### src/rtl/ldpc_wb_seq_master.sv
`default_nettype none
// ldpc_wb_seq_master: Wishbone classic initiator executing single write, read and poll-until-match commands.
// Revision 1.0
module ldpc_wb_seq_master #(
  parameter int ACK_TIMEOUT = 255,
  parameter int POLL_MAX    = 1000,
  parameter int POLL_GAP    = 16
) (
  input  logic        wb_clk_i,
  input  logic        wb_rst_i,
  input  logic        cmd_valid,
  output logic        cmd_ready,
  input  logic [1:0]  cmd_op,
  input  logic [31:0] cmd_adr,
  input  logic [31:0] cmd_dat,
  input  logic [31:0] cmd_mask,
  input  logic [3:0]  cmd_sel,
  output logic        rsp_valid,
  input  logic        rsp_ready,
  output logic [31:0] rsp_dat,
  output logic [1:0]  rsp_err,
  output logic [15:0] rsp_polls,
  output logic        wbm_cyc_o,
  output logic        wbm_stb_o,
  output logic        wbm_we_o,
  output logic [31:0] wbm_adr_o,
  output logic [31:0] wbm_dat_o,
  output logic [3:0]  wbm_sel_o,
  input  logic        wbm_ack_i,
  input  logic [31:0] wbm_dat_i
);
  localparam logic [1:0]  OP_WRITE    = 2'b00;
  localparam logic [1:0]  OP_POLL     = 2'b10;
  localparam logic [1:0]  ERR_OK      = 2'b00;
  localparam logic [1:0]  ERR_TIMEOUT = 2'b01;
  localparam logic [1:0]  ERR_EXHAUST = 2'b10;
  localparam logic [15:0] ACK_LAST    = 16'(ACK_TIMEOUT - 1);
  localparam logic [15:0] POLL_LAST   = 16'(POLL_MAX);
  localparam logic [15:0] GAP_LAST    = 16'(POLL_GAP - 1);

  typedef enum logic [1:0] {IDLE = 2'd0, BUS = 2'd1, GAP = 2'd2, RESP = 2'd3} state_t;

  state_t      state, state_nxt;
  logic [1:0]  op, op_nxt;
  logic [31:0] exp_dat, exp_nxt;
  logic [31:0] mask, mask_nxt;
  logic [15:0] ack_cnt, ack_cnt_nxt;
  logic [15:0] gap_cnt, gap_cnt_nxt;
  logic        cmd_ready_nxt, rsp_valid_nxt;
  logic [31:0] rsp_dat_nxt;
  logic [1:0]  rsp_err_nxt;
  logic [15:0] rsp_polls_nxt;
  logic        cyc_nxt, stb_nxt, we_nxt;
  logic [31:0] adr_nxt, dat_nxt;
  logic [3:0]  sel_nxt;
  logic        go_resp;
  logic [1:0]  resp_code;
  logic        poll_miss;

  assign poll_miss = |((wbm_dat_i ^ exp_dat) & mask);

  always_comb begin
    state_nxt     = state;
    op_nxt        = op;
    exp_nxt       = exp_dat;
    mask_nxt      = mask;
    ack_cnt_nxt   = ack_cnt;
    gap_cnt_nxt   = gap_cnt;
    cmd_ready_nxt = cmd_ready;
    rsp_valid_nxt = rsp_valid;
    rsp_dat_nxt   = rsp_dat;
    rsp_err_nxt   = rsp_err;
    rsp_polls_nxt = rsp_polls;
    cyc_nxt       = wbm_cyc_o;
    stb_nxt       = wbm_stb_o;
    we_nxt        = wbm_we_o;
    adr_nxt       = wbm_adr_o;
    dat_nxt       = wbm_dat_o;
    sel_nxt       = wbm_sel_o;
    go_resp       = 1'b0;
    resp_code     = ERR_OK;

    unique case (state)
      IDLE: begin
        cmd_ready_nxt = 1'b1;
        if (cmd_valid && cmd_ready) begin
          state_nxt     = BUS;
          cmd_ready_nxt = 1'b0;
          op_nxt        = cmd_op;
          exp_nxt       = cmd_dat;
          mask_nxt      = cmd_mask;
          adr_nxt       = cmd_adr;
          sel_nxt       = cmd_sel;
          we_nxt        = (cmd_op == OP_WRITE);
          dat_nxt       = (cmd_op == OP_WRITE) ? cmd_dat : 32'd0;
          cyc_nxt       = 1'b1;
          stb_nxt       = 1'b1;
          ack_cnt_nxt   = '0;
          rsp_polls_nxt = '0;
          rsp_dat_nxt   = '0;
          rsp_err_nxt   = ERR_OK;
        end
      end
      BUS: begin
        // stb low here only after a zero-gap poll retry: this is the mandatory idle cycle
        if (!wbm_stb_o) begin
          cyc_nxt     = 1'b1;
          stb_nxt     = 1'b1;
          ack_cnt_nxt = '0;
        end else if (wbm_ack_i) begin
          rsp_polls_nxt = rsp_polls + 16'd1;
          if (op != OP_WRITE) rsp_dat_nxt = wbm_dat_i;
          if (op == OP_POLL && poll_miss) begin
            cyc_nxt = 1'b0;
            stb_nxt = 1'b0;
            if (rsp_polls_nxt == POLL_LAST) begin
              go_resp   = 1'b1;
              resp_code = ERR_EXHAUST;
            end else if (POLL_GAP != 0) begin
              state_nxt   = GAP;
              gap_cnt_nxt = '0;
            end
          end else begin
            go_resp = 1'b1;
          end
        end else if (ack_cnt == ACK_LAST) begin
          go_resp       = 1'b1;
          resp_code     = ERR_TIMEOUT;
          rsp_polls_nxt = rsp_polls + 16'd1;
        end else begin
          ack_cnt_nxt = ack_cnt + 16'd1;
        end
      end
      GAP: begin
        if (gap_cnt == GAP_LAST) begin
          state_nxt   = BUS;
          cyc_nxt     = 1'b1;
          stb_nxt     = 1'b1;
          ack_cnt_nxt = '0;
        end else begin
          gap_cnt_nxt = gap_cnt + 16'd1;
        end
      end
      RESP: begin
        if (rsp_ready) begin
          state_nxt     = IDLE;
          rsp_valid_nxt = 1'b0;
          cmd_ready_nxt = 1'b1;
        end
      end
    endcase

    if (go_resp) begin
      state_nxt     = RESP;
      rsp_err_nxt   = resp_code;
      rsp_valid_nxt = 1'b1;
      cyc_nxt       = 1'b0;
      stb_nxt       = 1'b0;
      we_nxt        = 1'b0;
    end
  end

  always_ff @(posedge wb_clk_i or posedge wb_rst_i) begin
    if (wb_rst_i) begin
      state     <= IDLE;
      op        <= '0;
      exp_dat   <= '0;
      mask      <= '0;
      ack_cnt   <= '0;
      gap_cnt   <= '0;
      cmd_ready <= 1'b0;
      rsp_valid <= 1'b0;
      rsp_dat   <= '0;
      rsp_err   <= '0;
      rsp_polls <= '0;
      wbm_cyc_o <= 1'b0;
      wbm_stb_o <= 1'b0;
      wbm_we_o  <= 1'b0;
      wbm_adr_o <= '0;
      wbm_dat_o <= '0;
      wbm_sel_o <= '0;
    end else begin
      state     <= state_nxt;
      op        <= op_nxt;
      exp_dat   <= exp_nxt;
      mask      <= mask_nxt;
      ack_cnt   <= ack_cnt_nxt;
      gap_cnt   <= gap_cnt_nxt;
      cmd_ready <= cmd_ready_nxt;
      rsp_valid <= rsp_valid_nxt;
      rsp_dat   <= rsp_dat_nxt;
      rsp_err   <= rsp_err_nxt;
      rsp_polls <= rsp_polls_nxt;
      wbm_cyc_o <= cyc_nxt;
      wbm_stb_o <= stb_nxt;
      wbm_we_o  <= we_nxt;
      wbm_adr_o <= adr_nxt;
      wbm_dat_o <= dat_nxt;
      wbm_sel_o <= sel_nxt;
    end
  end
endmodule
`default_nettype wire
### config.mk
export PLATFORM = sky130hd
export DESIGN_NAME = ldpc_wb_seq_master
export DESIGN_NICKNAME = d
export VERILOG_FILES = /design/src/rtl/ldpc_wb_seq_master.sv
export SDC_FILE = /design/constraint.sdc
export NUM_CORES = 1
export LEC_CHECK = 0
export BUFFER_PORTS_ARGS = -buffer_cell sky130_fd_sc_hd__buf_2
export CAP_MARGIN = 20
export CORE_MARGIN = 4
export CORE_UTILIZATION = 49
export CTS_BUF_LIST = sky130_fd_sc_hd__clkbuf_4 sky130_fd_sc_hd__clkbuf_8
export DETAILED_ROUTE_END_ITERATION = 12
export HOLD_SLACK_MARGIN = 0.03
export PLACE_DENSITY_LB_ADDON = 0.2
export SYNTH_ARGS = -nofsm -noshare
export SYNTH_HDL_FRONTEND = slang
export SYNTH_SLANG_ARGS = --single-unit
### constraint.sdc
create_clock -name wb_clk_i -period 6.9 [get_ports wb_clk_i]
set_clock_uncertainty 0.15 [all_clocks]
set_input_delay 1.035 -clock wb_clk_i [delete_from_list [all_inputs] [get_ports wb_clk_i]]
set_output_delay 1.035 -clock wb_clk_i [all_outputs]
set_load 0.005 [all_outputs]
After elaboration in Yosys (flattened, before gate mapping)
Cells that the tools add are included.
Storage, ports and cells
  register bits: 223
  input port bits: 139
  output and inout bits: 123
  word-level logic and storage cells: 143
Cells by class
  add/subtract/negate cells: 3
  equal/unequal tests: 28
  multiplexer cells: 67
  bitwise operators: 2
  reduce and logical (&&, ||, !) cells: 26
Operators by type and width (count)
  2-to-1 mux 16 bit: 13
  2-to-1 mux 32 bit: 5
  case mux 16 bit (2 select lines): 2
  case mux 32 bit (2 select lines): 1
  adder 16 x 1 -> 16 bit, second input constant: 3
  case mux 16 bit (3 select lines): 1
  AND 32 bit: 1
  2-to-1 mux 2 bit: 16
  OR reduction 32 bit: 1
  bitwise XOR 32 bit: 1
  inequality test 3 bit, second input constant: 10
  2-to-1 mux 1 bit: 25
  inequality test 2 bit, second input constant: 9
  equality test 16 x 10 -> 1 bit, second input constant: 1
  equality test 16 x 4 -> 1 bit, second input constant: 1
  equality test 16 x 8 -> 1 bit, second input constant: 1
  nonzero test 2 bit: 8
  AND reduction 5 bit: 3
  inequality test 4 bit, second input constant: 2
  case mux 2 bit (4 select lines): 1
  AND reduction 2 bit: 4
  AND reduction 7 bit: 1
  equality test 2 bit, second input constant: 3
  case mux 1 bit (3 select lines): 2
  9 further kinds: 11

Logic depth before layout (Yosys ltp)
Gate-level depths: netlist of the first run.
  depth in word-level cells: 10
  gate-level depth with buffers: 9
  mapped depth without buffers: 9

Worst setup path after synthesis of the first run
Ideal clock, no wire load.
  kind: in2reg
  start: in wbm_dat_i[31]
  end: reg gap_cnt[10]
  setup time: 0.121 ns
  data arrival time: 2.501 ns
  required time: 6.629 ns
  path slack: 4.128 ns
  stages on the path: 8
  path buffers: 1
  cells stage by stage: xor2_1 a22oi_1 nand4_1 nor4_1 or3_1 nor3_1 buf_2 nor2_1
Between the ends
  cells in the longest elaborated chain, start to end: 6
RTL lines
  start, declared: RTL line 30  | input logic [31:0] wbm_dat_i
  bitwise XOR 32 bit: RTL line 60  | assign poll_miss = |((wbm_dat_i ^ exp_dat) & mask);
  AND 32 bit: RTL line 60
  OR reduction 32 bit: RTL line 60
  logical AND 1 bit: RTL line 113  | if (op == OP_POLL && poll_miss) begin
  inequality test 2 bit (no source line)
  AND reduction 6 bit (no source line)
  end signal, assigned: RTL line 188  | gap_cnt <= gap_cnt_nxt;
  end, declared: RTL line 48  | logic [15:0] gap_cnt, gap_cnt_nxt;
No other way between the ends.
A chain may end at the register's enable or synchronous reset.

Final worst setup path of the first run
  start: reg gap_cnt[12]
  end: reg ack_cnt[10]
Between the ends
  cells in the longest elaborated chain, start to end: 3
RTL lines
  equality test 16 x 4 -> 1 bit: RTL line 135  | if (gap_cnt == GAP_LAST) begin
  inequality test 2 bit (no source line)
  AND reduction 5 bit (no source line)
  end signal, assigned: RTL line 187  | ack_cnt <= ack_cnt_nxt;
  end, declared: RTL line 47  | logic [15:0] ack_cnt, ack_cnt_nxt;
No other way between the ends.

==> impl_metrics.prom, run 1 <==
# TYPE chip_impl_metric gauge
chip_impl_metric{name="ys_async_sr_fraction",unit=""} 1.00
chip_impl_metric{name="rrSetupSlack",unit="ns"} 3.70
chip_impl_metric{name="cts_resized",unit=""} 0
chip_impl_metric{name="synth_enable_flop_cells",unit=""} 0
chip_impl_metric{name="clock.fmax",unit="MHz"} 313
chip_impl_info{name="worstReg2RegEnd",value="ack_cnt[10]"} 1
chip_impl_info{name="synth_area_leader_cell",value="sky130_fd_sc_hd__dfrtp_1"} 1
chip_impl_info{name="setup.worst_path.end_class",value="flop"} 1
chip_impl_metric{name="die_width",unit="µm"} 150
chip_impl_metric{name="slew_viol_final",unit=""} 0
chip_impl_info{name="grt_setup_unrepaired",value="false"} 1
chip_impl_metric{name="detailedPlacementHpwl",unit="µm"} 19500
chip_impl_metric{name="drt.antenna.violating_nets",unit=""} 0
chip_impl_metric{name="wire_length_per_cell_after_detailed_routing",unit="µm"} 16.7
chip_impl_metric{name="clk_path_buf_depth",unit=""} 3
chip_impl_metric{name="grt_overflow",unit=""} 0
chip_impl_metric{name="cts_buffers",unit=""} 39
chip_impl_metric{name="antenna_found_initial",unit=""} 2
chip_impl_info{name="clockRootBuffer",value="sky130_fd_sc_hd__clkbuf_8"} 1
chip_impl_metric{name="finalWeightedCongestion",unit=""} 0.884
chip_impl_metric{name="synthesis.nets",unit=""} 1258
chip_impl_info{name="critical_path_class",value="reg -> reg"} 1
chip_impl_info{name="status",value="complete, no violations"} 1
chip_impl_metric{name="syn-mean-instance-area",unit="µm²"} 8.82
chip_impl_metric{name="antenna-diode-count",unit=""} 0
chip_impl_metric{name="post_route_clock_period_utilization",unit=""} 0.463
chip_impl_metric{name="numPortBuffers",unit=""} 261
chip_impl_info{name="synth.most_common_cell",value="sky130_fd_sc_hd__nand2_1"} 1
chip_impl_metric{name="worstPathRequired",unit="ns"} 7.16
chip_impl_info{name="synthTopCellsByCount",value="sky130_fd_sc_hd__nand2_1, sky130_fd_sc_hd__dfrtp_1, sky130_fd_sc_hd__o21ai_0"} 1
chip_impl_metric{name="setup_viol",unit=""} 0
chip_impl_metric{name="yosys_register_bits",unit=""} 223
chip_impl_metric{name="max-slew-margin-rel",unit=""} 0.323
chip_impl_metric{name="timing.setup.tns",unit="ns"} 0
chip_impl_metric{name="timing_worst_slew_pin_value",unit="ns"} 1.02
chip_impl_info{name="main_flop_type_after_synthesis",value="sky130_fd_sc_hd__dfrtp_1"} 1
chip_impl_metric{name="clkTransAtPathRegs",unit="ns"} 0.06
chip_impl_metric{name="global_route.usage.total",unit=""} 0.248
chip_impl_metric{name="cell_area_power_density",unit="mW/mm²"} 423
chip_impl_info{name="start_kind",value="flop"} 1
chip_impl_metric{name="dieArea",unit="mm²"} 0.0224
chip_impl_metric{name="max-vdd-ir-drop",unit="mV"} 0.266
chip_impl_metric{name="core",unit="mm²"} 0.0196
chip_impl_metric{name="ioPinCount",unit=""} 262
chip_impl_metric{name="initial_core_util",unit=""} 0.502
chip_impl_info{name="tritoncts",value="built"} 1
chip_impl_metric{name="die_h",unit="µm"} 150
chip_impl_info{name="cp-startpoint",value="gap_cnt[12]"} 1
chip_impl_metric{name="critical_path_arrival",unit="ns"} 3.46
chip_impl_metric{name="area_share_of_the_leading_cell_type_in_the_synthesized_netlist",unit=""} 0.568
chip_impl_metric{name="design.final.nets",unit=""} 1518
chip_impl_metric{name="clk_latency",unit="ns"} 0.53
chip_impl_metric{name="drive_above_1_share",unit=""} 0.253
chip_impl_metric{name="hold_buffers",unit=""} 0
chip_impl_metric{name="postSynthCellCount",unit=""} 1115
chip_impl_metric{name="totalPowerFinal",unit="µW"} 5180
chip_impl_metric{name="number_of_global_route_vias_before_repair",unit=""} 8360
chip_impl_info{name="crit_end",value="ack_cnt[10]"} 1
chip_impl_metric{name="detail_route.first_pass.iterations",unit=""} 5
chip_impl_metric{name="cap_violations",unit=""} 0
chip_impl_info{name="timing.rr.start",value="gap_cnt[12]"} 1
chip_impl_metric{name="drcViolationCount",unit=""} 0
chip_impl_metric{name="avgViaCountPerCell",unit=""} 5.10
chip_impl_metric{name="fin_cells",unit=""} 1668
chip_impl_metric{name="syn2layout_area_growth",unit="%"} 24.7
chip_impl_metric{name="synthesis.area",unit="mm²"} 0.00983
chip_impl_metric{name="yosysWarnings",unit=""} 0
chip_impl_metric{name="cts_post_setup_buffers_inserted",unit=""} 0
chip_impl_metric{name="grt_first_pass_wirelength",unit="µm"} 44500
chip_impl_metric{name="final_hold_vio_count",unit=""} 0
chip_impl_metric{name="floorplan.rows",unit=""} 51
chip_impl_metric{name="overall_routed_net_length",unit="µm"} 27900
chip_impl_info{name="synth.top_cells.by_area",value="sky130_fd_sc_hd__dfrtp_1, sky130_fd_sc_hd__nand2_1, sky130_fd_sc_hd__xor2_1, sky130_fd_sc_hd__o21ai_0, sky130_fd_sc_hd__nand3_1"} 1
chip_impl_metric{name="h_tree_level_count",unit=""} 2
chip_impl_metric{name="ff2ff_path_depth",unit=""} 6
chip_impl_metric{name="final_period_minus_worst_setup_slack",unit="ns"} 3.20
chip_impl_info{name="hold_class",value="reg -> reg"} 1
chip_impl_metric{name="largest_net_degree_at_the_start_of_global_routing",unit=""} 110
chip_impl_metric{name="register_area_share_after_synthesis",unit=""} 0.568
chip_impl_metric{name="initialDrtViolationCount",unit=""} 676
chip_impl_metric{name="clock_sink_count",unit=""} 223
chip_impl_metric{name="worst-path-max-fanout",unit=""} 14
chip_impl_metric{name="via_count",unit=""} 8515
chip_impl_metric{name="post-route-util",unit=""} 0.626
chip_impl_metric{name="yosysUniqueCellTypes",unit=""} 47
chip_impl_metric{name="leakage",unit="µW"} 0.00661
chip_impl_metric{name="place.detailed.instances",unit=""} 1598
==> layer usage <==
| layer | vias to the layer above | GRT usage | share of wire |
|---|---|---|---|
| met5 | - | 0 | 0.00097 |
| met4 | 4 | 0.0709 | 0.021 |
| met3 | 45 | 0.0718 | 0.085 |
| met2 | 321 | 0.348 | 0.43 |
| met1 | 3982 | 0.376 | 0.47 |
| li1 | 4163 | - | - |
==> through the flow <==
| stage | setup WS (ns) | instance area, µm² | hold slack [ns] |
|---|---|---|---|
| after global placement | 3.71 | 11400 | 0.295 |
| after detailed placement | 3.62 | 11400 | 0.302 |
| final | 3.70 | 12300 | 0.314 |
| after global routing | 3.39 | 12300 | 0.331 |
| after floorplan | 2.80 | 9830 | 0.296 |
| after CTS | 3.71 | 12200 | 0.308 |
==> cell usage in the layout, fill, tap and decap left out, types with 2 or more instances in the layout <==
master,instances
sky130_fd_sc_hd__xnor2_1,9
sky130_fd_sc_hd__o22ai_1,4
sky130_fd_sc_hd__a22oi_1,17
sky130_fd_sc_hd__ha_1,4
sky130_fd_sc_hd__nand2_1,472
sky130_fd_sc_hd__nand3_4,2
sky130_fd_sc_hd__nand4_1,11
sky130_fd_sc_hd__buf_2,261
sky130_fd_sc_hd__nor4_1,4
sky130_fd_sc_hd__o31ai_1,5
sky130_fd_sc_hd__inv_1,9
sky130_fd_sc_hd__clkbuf_4,10
sky130_fd_sc_hd__and3_1,12
sky130_fd_sc_hd__or4b_2,2
sky130_fd_sc_hd__a21oi_1,10
sky130_fd_sc_hd__or4_1,3
sky130_fd_sc_hd__buf_4,9
sky130_fd_sc_hd__nand3_1,59
sky130_fd_sc_hd__dfrtp_1,223
sky130_fd_sc_hd__clkinvlp_4,2
sky130_fd_sc_hd__or3_1,3
sky130_fd_sc_hd__clkinv_2,3
sky130_fd_sc_hd__a22o_1,2
sky130_fd_sc_hd__o41ai_1,2
sky130_fd_sc_hd__and4_1,2
sky130_fd_sc_hd__a21o_1,2
sky130_fd_sc_hd__nor3_1,11
sky130_fd_sc_hd__buf_12,2
sky130_fd_sc_hd__xor2_1,53
sky130_fd_sc_hd__nor2_1,50
sky130_fd_sc_hd__nor2b_1,2
sky130_fd_sc_hd__clkbuf_8,53
sky130_fd_sc_hd__o21ai_0,67
==> registers in the layout, summed over array words and instances (netlist names) <==
register and count:
rsp_valid 1, ack_cnt 16, gap_cnt 16, state 2, exp_dat 32, wbm_sel_o 4
rsp_polls 16, wbm_dat_o 32, op 2, cmd_ready 1, rsp_err 2, rsp_dat 32
mask 32, wbm_stb_o 1, wbm_we_o 1, wbm_cyc_o 1, wbm_adr_o 32
==> critical path, cell delays in order (launching register included) <==
cell,delay (ns)
sky130_fd_sc_hd__dfrtp_1,0.42
sky130_fd_sc_hd__or4_4,0.57
sky130_fd_sc_hd__o41a_4,0.52
sky130_fd_sc_hd__a211o_1,0.32
sky130_fd_sc_hd__nor2_1,0.72
sky130_fd_sc_hd__nor2_1,0.09
sky130_fd_sc_hd__a31o_2,0.27
==> kinds of logic (layout without fill, tap and decap cells) <==
| group | after synthesis | count (layout) | synth area share |
|---|---|---|---|
| fa+ha+maj | 4 | 4 | 0.00509 |
| simple gates | 643 | 643 | 0.271 |
| flops | 223 | 223 | 0.568 |
| compound gates | 120 | 120 | 0.0761 |
| xor+xnor | 62 | 62 | 0.0552 |
| buf+inv | 63 | 351 | 0.0251 |
==> worst min-delay path by stage <==
stage	from	end	slack (ns)	depth (start not counted)
after detailed placement	wbm_dat_o[21]	wbm_dat_o[21]	0.30	2
after CTS	wb_rst_i	mask[2]	0.31	2
after global routing	wb_rst_i	mask[2]	0.33	2
after floorplan	mask[13]	mask[13]	0.30	2
final	wbm_dat_o[13]	wbm_dat_o[13]	0.31	2
after global placement	wbm_dat_o[20]	wbm_dat_o[20]	0.29	2
==> final cells by class <==
cell class              instances  area, µm²
fillers                      1754       7330
flip-flops and latches        223       5580
multi-input cells             829       4030
repair buffers                272       1410
clock buffers                  63        805
well taps                     265        332
clock inverters                 6       61.3
inverters                      10       41.3
==> power by group <==
| group | leakage (µW) | internal [µW] | switching [µW] |
|---|---|---|---|
| logic | 0.00326 | 650 | 966 |
| registers | 0.00289 | 1840 | 404 |
| clock network | 0.000458 | 776 | 542 |
(Power assumes the default switching activity.)
==> run 2: changes to the inputs <==
--- a/config.mk
+++ b/config.mk
@@ -8,7 +8,7 @@
 export BUFFER_PORTS_ARGS = -buffer_cell sky130_fd_sc_hd__buf_2
 export CAP_MARGIN = 20
 export CORE_MARGIN = 4
-export CORE_UTILIZATION = 49
+export CORE_UTILIZATION = 55
 export CTS_BUF_LIST = sky130_fd_sc_hd__clkbuf_4 sky130_fd_sc_hd__clkbuf_8
 export DETAILED_ROUTE_END_ITERATION = 12
 export HOLD_SLACK_MARGIN = 0.03
==> constraint.sdc (replaced) <==
create_clock -name wb_clk_i -period 3.25 [get_ports wb_clk_i]
set_clock_uncertainty 0.15 [all_clocks]
set_input_delay 0.4875 -clock wb_clk_i [delete_from_list [all_inputs] [get_ports wb_clk_i]]
set_output_delay 0.4875 -clock wb_clk_i [all_outputs]
set_load 0.005 [all_outputs]
==> run 2 against run 1 <==
Compared with the run above:
- design area increased by 7.4%
- first-iteration DRC count decreased by 5.9%
- clock power increased by 110%
- routed wire length increased by 6.1%
- critical path depth increased by 1
- sequential share of layout area decreased by 3.1 points
- via count increased by 9.2%
- maximum frequency increased by 6.2%
- largest power group unchanged
- highest routed layer is now met4
==> impl_metrics.prom, run 2 (synthesized netlist as in run 1, its figures left out) <==
# TYPE chip_impl_metric gauge
chip_impl_metric{name="worstPathRequired",unit="ns"} 3.54
chip_impl_info{name="layout.cells.most_common",value="sky130_fd_sc_hd__nand2_1"} 1
chip_impl_metric{name="overall_routed_net_length",unit="µm"} 29600
chip_impl_metric{name="wl_met1",unit="µm"} 12400
chip_impl_metric{name="design.final.nets",unit=""} 1614
chip_impl_metric{name="final_period_minus_worst_setup_slack",unit="ns"} 3.01
chip_impl_metric{name="drive_above_1_share",unit=""} 0.243
chip_impl_metric{name="drt.antenna.violating_nets",unit=""} 0
chip_impl_metric{name="number_of_global_route_vias_before_repair",unit=""} 9274
chip_impl_metric{name="cts_resized",unit=""} 0
chip_impl_metric{name="clkTransAtPathRegs",unit="ns"} 0.07
chip_impl_info{name="setup.worst_path.end_class",value="flop"} 1
chip_impl_metric{name="worst-path-max-fanout",unit=""} 6
chip_impl_metric{name="initial_core_util",unit=""} 0.564
chip_impl_info{name="mostFrequentLayoutCells",value="sky130_fd_sc_hd__nand2_1, sky130_fd_sc_hd__buf_2, sky130_fd_sc_hd__dfrtp_1, sky130_fd_sc_hd__dlygate4sd3_1, sky130_fd_sc_hd__o21ai_0"} 1
chip_impl_metric{name="p_sw",unit="µW"} 4130
chip_impl_info{name="tritoncts",value="built"} 1
chip_impl_metric{name="dieArea",unit="mm²"} 0.0201
chip_impl_metric{name="finalWeightedCongestion",unit=""} 0.846
chip_impl_metric{name="antenna_found_initial",unit=""} 1
chip_impl_metric{name="detail_route.first_pass.iterations",unit=""} 7
chip_impl_metric{name="fin_cells",unit=""} 1725
chip_impl_metric{name="placement.cell_area",unit="mm²"} 0.0115
chip_impl_metric{name="drcViolationCount",unit=""} 0
chip_impl_metric{name="global_route.usage.total",unit=""} 0.297
chip_impl_metric{name="finalInstanceArea",unit="mm²"} 0.0132
chip_impl_metric{name="wire_length_per_cell_after_detailed_routing",unit="µm"} 17.2
chip_impl_metric{name="die_width",unit="µm"} 142
chip_impl_metric{name="ioPinCount",unit=""} 262
chip_impl_metric{name="met3RoutedLength",unit="µm"} 2700
chip_impl_info{name="start_kind",value="flop"} 1
chip_impl_metric{name="setup_viol",unit=""} 0
chip_impl_metric{name="place.detailed.instances",unit=""} 1570
chip_impl_metric{name="max-vdd-ir-drop",unit="mV"} 0.497
chip_impl_metric{name="power.combinational.fraction",unit=""} 0.331
chip_impl_metric{name="grt_first_pass_wirelength",unit="µm"} 48000
chip_impl_info{name="grt_setup_unrepaired",value="false"} 1
chip_impl_metric{name="timing_worst_slew_pin_value",unit="ns"} 0.938
chip_impl_info{name="clockRootBuffer",value="sky130_fd_sc_hd__clkbuf_8"} 1
chip_impl_metric{name="internal_power",unit="µW"} 7030
chip_impl_metric{name="post_route_clock_period_utilization",unit=""} 0.926
chip_impl_metric{name="initialDrtViolationCount",unit=""} 636
chip_impl_info{name="top_layer",value="met4"} 1
chip_impl_metric{name="clk_latency",unit="ns"} 0.53
chip_impl_metric{name="via_count",unit=""} 9296
chip_impl_info{name="hold_class",value="in -> reg"} 1
chip_impl_metric{name="cts_buffers",unit=""} 38
chip_impl_metric{name="switching_share",unit=""} 0.370
chip_impl_metric{name="cap_violations",unit=""} 0
chip_impl_metric{name="core",unit="mm²"} 0.0174
chip_impl_metric{name="slew_viol_final",unit=""} 0
chip_impl_metric{name="clock.fmax",unit="MHz"} 332
chip_impl_metric{name="detailedPlacementHpwl",unit="µm"} 18900
chip_impl_metric{name="floorplan.rows",unit=""} 48
chip_impl_metric{name="syn2layout_area_growth",unit="%"} 34.0
chip_impl_metric{name="leakage",unit="µW"} 0.00702
chip_impl_metric{name="post-route-util",unit=""} 0.756
chip_impl_metric{name="max-slew-margin-rel",unit=""} 0.374
chip_impl_metric{name="dr_wl_met2",unit="µm"} 13400
chip_impl_info{name="status",value="complete, no violations"} 1
chip_impl_metric{name="final_hold_vio_count",unit=""} 0
chip_impl_metric{name="critical_path_arrival",unit="ns"} 3.30
chip_impl_info{name="critical_path_class",value="reg -> reg"} 1
chip_impl_metric{name="avgViaCountPerCell",unit=""} 5.39
chip_impl_metric{name="clk_path_buf_depth",unit=""} 3
chip_impl_metric{name="grt_overflow",unit=""} 0
chip_impl_metric{name="numPortBuffers",unit=""} 261
chip_impl_metric{name="clockPowerShare",unit=""} 0.244
chip_impl_metric{name="die_h",unit="µm"} 142
chip_impl_metric{name="totalPowerFinal",unit="µW"} 11200
chip_impl_metric{name="largest_net_degree_at_the_start_of_global_routing",unit=""} 137
chip_impl_metric{name="cell_area_power_density",unit="mW/mm²"} 848
chip_impl_metric{name="h_tree_level_count",unit=""} 2
chip_impl_metric{name="power.sequential.fraction",unit=""} 0.425
chip_impl_metric{name="clock_sink_count",unit=""} 223
[run 2: changes by cell type in the layout (fill, tap and decap cells not counted)]
cell,previous run,this run
sky130_fd_sc_hd__clkbuf_4,10,12
sky130_fd_sc_hd__diode_2,0,3
sky130_fd_sc_hd__dlygate4sd3_1,0,85
sky130_fd_sc_hd__clkinv_2,3,4
sky130_fd_sc_hd__inv_6,1,0
sky130_fd_sc_hd__bufinv_16,1,2
sky130_fd_sc_hd__buf_4,9,17
sky130_fd_sc_hd__buf_12,2,6
sky130_fd_sc_hd__clkbuf_8,53,47
[run 2: final timing paths]
check | from | end | slack (ns) | cells after the start
max | gap_cnt[5] | ack_cnt[15] | 0.24 | 7
min | cmd_dat[10] | exp_dat[10] | 0.05 | 3
max reg2reg | gap_cnt[5] | ack_cnt[15] | 0.24 | 7
min reg2reg | wbm_dat_o[15] | wbm_dat_o[15] | 0.31 | 2
max in group asynchronous | wb_rst_i | exp_dat[29] | 1.67 | 4
min in group asynchronous | wb_rst_i | rsp_dat[17] | 0.56 | 3
[run 2: what timing repair did]
item,in CTS,in global routing
hold buffers,85,0
endpoints found under the setup margin,0,0
setup buffers,0,0
hold endpoints to repair,86,0
[run 2: power by group through the flow]
stage / logic, µW / registers, µW / clock network (µW)
after global routing: 4200 / 4890 / 2900
after floorplan: 2080 / 4610 / 0
after CTS: 3610 / 4690 / 2760
after global placement: 3400 / 4700 / 0
final: 3690 / 4740 / 2730
after detailed placement: 3510 / 4710 / 0
[run 2: worst max-delay path, stage by stage (launching register included)]
cell	delay, ns
sky130_fd_sc_hd__dfrtp_1	0.41
sky130_fd_sc_hd__or4_1	0.60
sky130_fd_sc_hd__o41a_4	0.50
sky130_fd_sc_hd__a211oi_4	0.27
sky130_fd_sc_hd__and3_1	0.36
sky130_fd_sc_hd__nand3_4	0.11
sky130_fd_sc_hd__or3_1	0.36
sky130_fd_sc_hd__a21oi_1	0.15
[run 2: layout make-up]
cell class	count	area (µm²)
flip-flops and latches	223	5580
clock inverters	7	87.6
clock buffers	59	737
repair buffers	369	2400
diodes	3	7.51
well taps	225	282
inverters	10	41.3
fillers	1243	4250
multi-input cells	829	4030
[run 2: layer usage]
layer	global-route usage	vias up
met2	0.444	446
li1	-	4360
met5	0	-
met1	0.410	4395
met3	0.0859	95
met4	0.121	0
[run 2: metrics by stage]
step / setup TNS [ns] / hold WS, ns / setup WS, ns
floorplan: -66.35 / 0.296 / -0.298
global placement: 0 / 0.295 / 0.329
detailed placement: 0 / 0.301 / 0.276
CTS: 0 / 0.0313 / 0.244
global route: 0 / 0.0415 / 0.0560
finish: 0 / 0.0506 / 0.240
==> run 3: changes to the inputs <==
--- a/config.mk
+++ b/config.mk
@@ -6,9 +6,8 @@
 export NUM_CORES = 1
 export LEC_CHECK = 0
 export BUFFER_PORTS_ARGS = -buffer_cell sky130_fd_sc_hd__buf_2
-export CAP_MARGIN = 20
 export CORE_MARGIN = 4
-export CORE_UTILIZATION = 55
+export CORE_UTILIZATION = 49
 export CTS_BUF_LIST = sky130_fd_sc_hd__clkbuf_4 sky130_fd_sc_hd__clkbuf_8
 export DETAILED_ROUTE_END_ITERATION = 12
 export HOLD_SLACK_MARGIN = 0.03
==> constraint.sdc (replaced) <==
create_clock -name wb_clk_i -period 2.5 [get_ports wb_clk_i]
set_clock_uncertainty 0.15 [all_clocks]
set_input_delay 0.375 -clock wb_clk_i [delete_from_list [all_inputs] [get_ports wb_clk_i]]
set_output_delay 0.375 -clock wb_clk_i [all_outputs]
set_load 0.005 [all_outputs]
==> run 3 against run 2 <==
Compared with the run above:
- the flow now finishes with violations (setup timing)
- critical path depth unchanged
- non-clock buffer count increased by 110
- power increased by 37%
- sequential share of layout area shrank 3.8 points
- first-iteration DRC count rose by 31%
- global-route usage fell by 1.2 points
- flip-flop and latch count stayed put
- core utilization is 1.8 points lower
- register-to-register slack got worse by 0.40 ns
- critical path type unchanged
- critical endpoint unchanged
- highest routed layer unchanged
==> impl_metrics.prom, run 3 (synthesized netlist as in run 1, its figures left out) <==
# TYPE chip_impl_metric gauge
chip_impl_info{name="status",value="finished with violations"} 1
chip_impl_info{name="violations",value="setup timing"} 1
chip_impl_info{name="timing.rr.start",value="gap_cnt[11]"} 1
chip_impl_metric{name="design.final.nets",unit=""} 1724
chip_impl_metric{name="floorplan.rows",unit=""} 51
chip_impl_metric{name="clk_latency",unit="ns"} 0.53
chip_impl_info{name="critical_path_class",value="reg -> reg"} 1
chip_impl_metric{name="final_hold_vio_count",unit=""} 0
chip_impl_metric{name="drive_above_1_share",unit=""} 0.289
chip_impl_metric{name="numPortBuffers",unit=""} 261
chip_impl_metric{name="clock_sink_count",unit=""} 223
chip_impl_info{name="layout.cells.most_common",value="sky130_fd_sc_hd__nand2_1"} 1
chip_impl_metric{name="syn2layout_area_growth",unit="%"} 47.1
chip_impl_metric{name="detail_route.first_pass.iterations",unit=""} 7
chip_impl_metric{name="global_route.usage.total",unit=""} 0.285
chip_impl_metric{name="die_width",unit="µm"} 150
chip_impl_metric{name="finalWeightedCongestion",unit=""} 0.833
chip_impl_metric{name="critical_path_arrival",unit="ns"} 2.97
chip_impl_metric{name="clk_path_buf_depth",unit=""} 3
chip_impl_metric{name="initial_core_util",unit=""} 0.502
chip_impl_metric{name="avgViaCountPerCell",unit=""} 5.22
chip_impl_info{name="start_kind",value="flop"} 1
chip_impl_metric{name="post-route-worst-setup-slack",unit="ns"} -0.156
chip_impl_metric{name="core",unit="mm²"} 0.0196
chip_impl_metric{name="fin_cells",unit=""} 1877
chip_impl_metric{name="via_count",unit=""} 9794
chip_impl_metric{name="overall_routed_net_length",unit="µm"} 32000
chip_impl_metric{name="cell_area_power_density",unit="mW/mm²"} 1050
chip_impl_info{name="cp_slowest_cell",value="sky130_fd_sc_hd__or4_4"} 1
chip_impl_metric{name="initialDrtViolationCount",unit=""} 835
chip_impl_metric{name="place.detailed.instances",unit=""} 1659
chip_impl_metric{name="die_h",unit="µm"} 150
chip_impl_info{name="hold_class",value="in -> reg"} 1
chip_impl_metric{name="grt_overflow",unit=""} 0
chip_impl_info{name="clockRootBuffer",value="sky130_fd_sc_hd__clkbuf_8"} 1
chip_impl_metric{name="max-slew-margin-rel",unit=""} 0.511
chip_impl_metric{name="post-route-util",unit=""} 0.738
chip_impl_metric{name="final_period_minus_worst_setup_slack",unit="ns"} 2.66
chip_impl_metric{name="rrSetupSlack",unit="ns"} -0.16
chip_impl_metric{name="worst-path-max-fanout",unit=""} 3
chip_impl_metric{name="hold_depth",unit=""} 3
chip_impl_info{name="min_delay_worst_endpoint",value="rsp_err[0]"} 1
chip_impl_metric{name="setup_viol",unit=""} 28
chip_impl_metric{name="h_tree_level_count",unit=""} 2
chip_impl_metric{name="cts_buffers",unit=""} 38
chip_impl_metric{name="grt_first_pass_wirelength",unit="µm"} 50800
chip_impl_metric{name="fin_worst_hold_slack",unit="ns"} 0.0815
chip_impl_metric{name="post_route_clock_period_utilization",unit=""} 1.06
chip_impl_metric{name="cap_violations",unit=""} 0
chip_impl_metric{name="cp.buffers_inverters",unit=""} 0
chip_impl_metric{name="wire_length_per_cell_after_detailed_routing",unit="µm"} 17.1
chip_impl_metric{name="leakage",unit="µW"} 0.00758
chip_impl_metric{name="placement.cell_area",unit="mm²"} 0.0119
chip_impl_metric{name="max-vdd-ir-drop",unit="mV"} 0.589
chip_impl_metric{name="clkTransAtPathRegs",unit="ns"} 0.06
chip_impl_info{name="cell_by_cell_listing_of_the_critical_path",value="or4_4 > o41a_4 > a211oi_4 > and3_4 > nand3_4 > or3_4 > a21oi_2"} 1
chip_impl_metric{name="clock.fmax",unit="MHz"} 377
chip_impl_metric{name="detailedPlacementHpwl",unit="µm"} 20400
chip_impl_metric{name="antenna_found_initial",unit=""} 1
chip_impl_metric{name="worstPathRequired",unit="ns"} 2.82
chip_impl_info{name="grt_setup_unrepaired",value="true"} 1
chip_impl_metric{name="finalInstanceArea",unit="mm²"} 0.0145
chip_impl_metric{name="largest_net_degree_at_the_start_of_global_routing",unit=""} 137
chip_impl_metric{name="timing_worst_slew_pin_value",unit="ns"} 0.733
chip_impl_metric{name="crit_path_max_cell_delay",unit="ns"} 0.54
chip_impl_info{name="setup.worst_path.end_class",value="flop"} 1
chip_impl_metric{name="dieArea",unit="mm²"} 0.0224
chip_impl_metric{name="timing.setup.tns",unit="ns"} -1.59
chip_impl_metric{name="ioPinCount",unit=""} 262
chip_impl_info{name="hp-start",value="wbm_ack_i"} 1
chip_impl_metric{name="slew_viol_final",unit=""} 0
chip_impl_info{name="worstReg2RegEnd",value="ack_cnt[15]"} 1
chip_impl_metric{name="number_of_global_route_vias_before_repair",unit=""} 9887
chip_impl_info{name="mostFrequentLayoutCells",value="sky130_fd_sc_hd__nand2_1, sky130_fd_sc_hd__buf_2, sky130_fd_sc_hd__dfrtp_1, sky130_fd_sc_hd__dlygate4sd3_1, sky130_fd_sc_hd__buf_4"} 1
chip_impl_info{name="cpLargestDelayFamily",value="simple AND/OR/NAND/NOR gates"} 1
chip_impl_metric{name="drcViolationCount",unit=""} 0
chip_impl_info{name="tritoncts",value="built"} 1
chip_impl_metric{name="drt.antenna.violating_nets",unit=""} 0
chip_impl_metric{name="ff2ff_path_depth",unit=""} 7
run 3: timing repair:
item	CTS	global route
endpoints found under the hold margin	313	0
setup buffers	5	6
resized for setup	15	43
gates cloned	1	0
endpoints found under the setup margin	17	36
pin swaps	8	22
hold buffers	136	0
run 3: where the power goes:
| part | switching (µW) | internal, µW | total [µW] |
|---|---|---|---|
| combinational | 3140 | 2450 | 5590 |
| clock | 1480 | 1980 | 3470 |
| sequential | 1090 | 5090 | 6180 |
run 3: metal layers:
metal / vias to the layer above / wire length [µm] / track usage
li1: 4580 / - / -
met1: 4709 / 13600 / 0.392
met2: 429 / 14600 / 0.429
met3: 76 / 2810 / 0.0809
met4: 0 / 1080 / 0.112
met5: - / 0 / 0
run 3: worst max path at each step:
stage / startpoint / end / slack (ns) / cells past startpoint
CTS: gap_cnt[11] / ack_cnt[15] / -0.14 / 7
finish: gap_cnt[11] / ack_cnt[15] / -0.16 / 7
global route: gap_cnt[11] / ack_cnt[15] / -0.26 / 7
detailed placement: gap_cnt[8] / ack_cnt[15] / -0.18 / 7
floorplan: wb_rst_i / ack_cnt[0] / -0.94 / 1
global placement: gap_cnt[8] / ack_cnt[15] / -0.12 / 7
run 3: layout make-up:
| cell class | count | area [µm²] |
|---|---|---|
| Sequential cell | 223 | 5580 |
| Fill cell | 1372 | 5130 |
| Multi-Input combinational cell | 829 | 4300 |
| Timing Repair Buffer | 479 | 3380 |
| Clock buffer | 62 | 785 |
| Tap cell | 265 | 332 |
| Inverter | 10 | 41.3 |
| Clock inverter | 6 | 32.5 |
| Antenna cell | 3 | 7.51 |
run 3: through the flow:
stage          worst slack [ns]  power, µW
3_5_place_dp             -0.176      11200
2_1_floorplan            -0.935       8730
4_1_cts                  -0.137      14900
6_report                 -0.156      15200
5_1_grt                  -0.259      16300
3_3_place_gp             -0.116      11000
run 3: worst register-to-register path, cell delays in order, from the launching register on:
cell and delay, ns:
sky130_fd_sc_hd__dfrtp_1 0.38, sky130_fd_sc_hd__or4_4 0.55, sky130_fd_sc_hd__o41a_4 0.51, sky130_fd_sc_hd__a211oi_4 0.26
sky130_fd_sc_hd__and3_4 0.24, sky130_fd_sc_hd__nand3_4 0.07, sky130_fd_sc_hd__or3_4 0.34, sky130_fd_sc_hd__a21oi_2 0.12
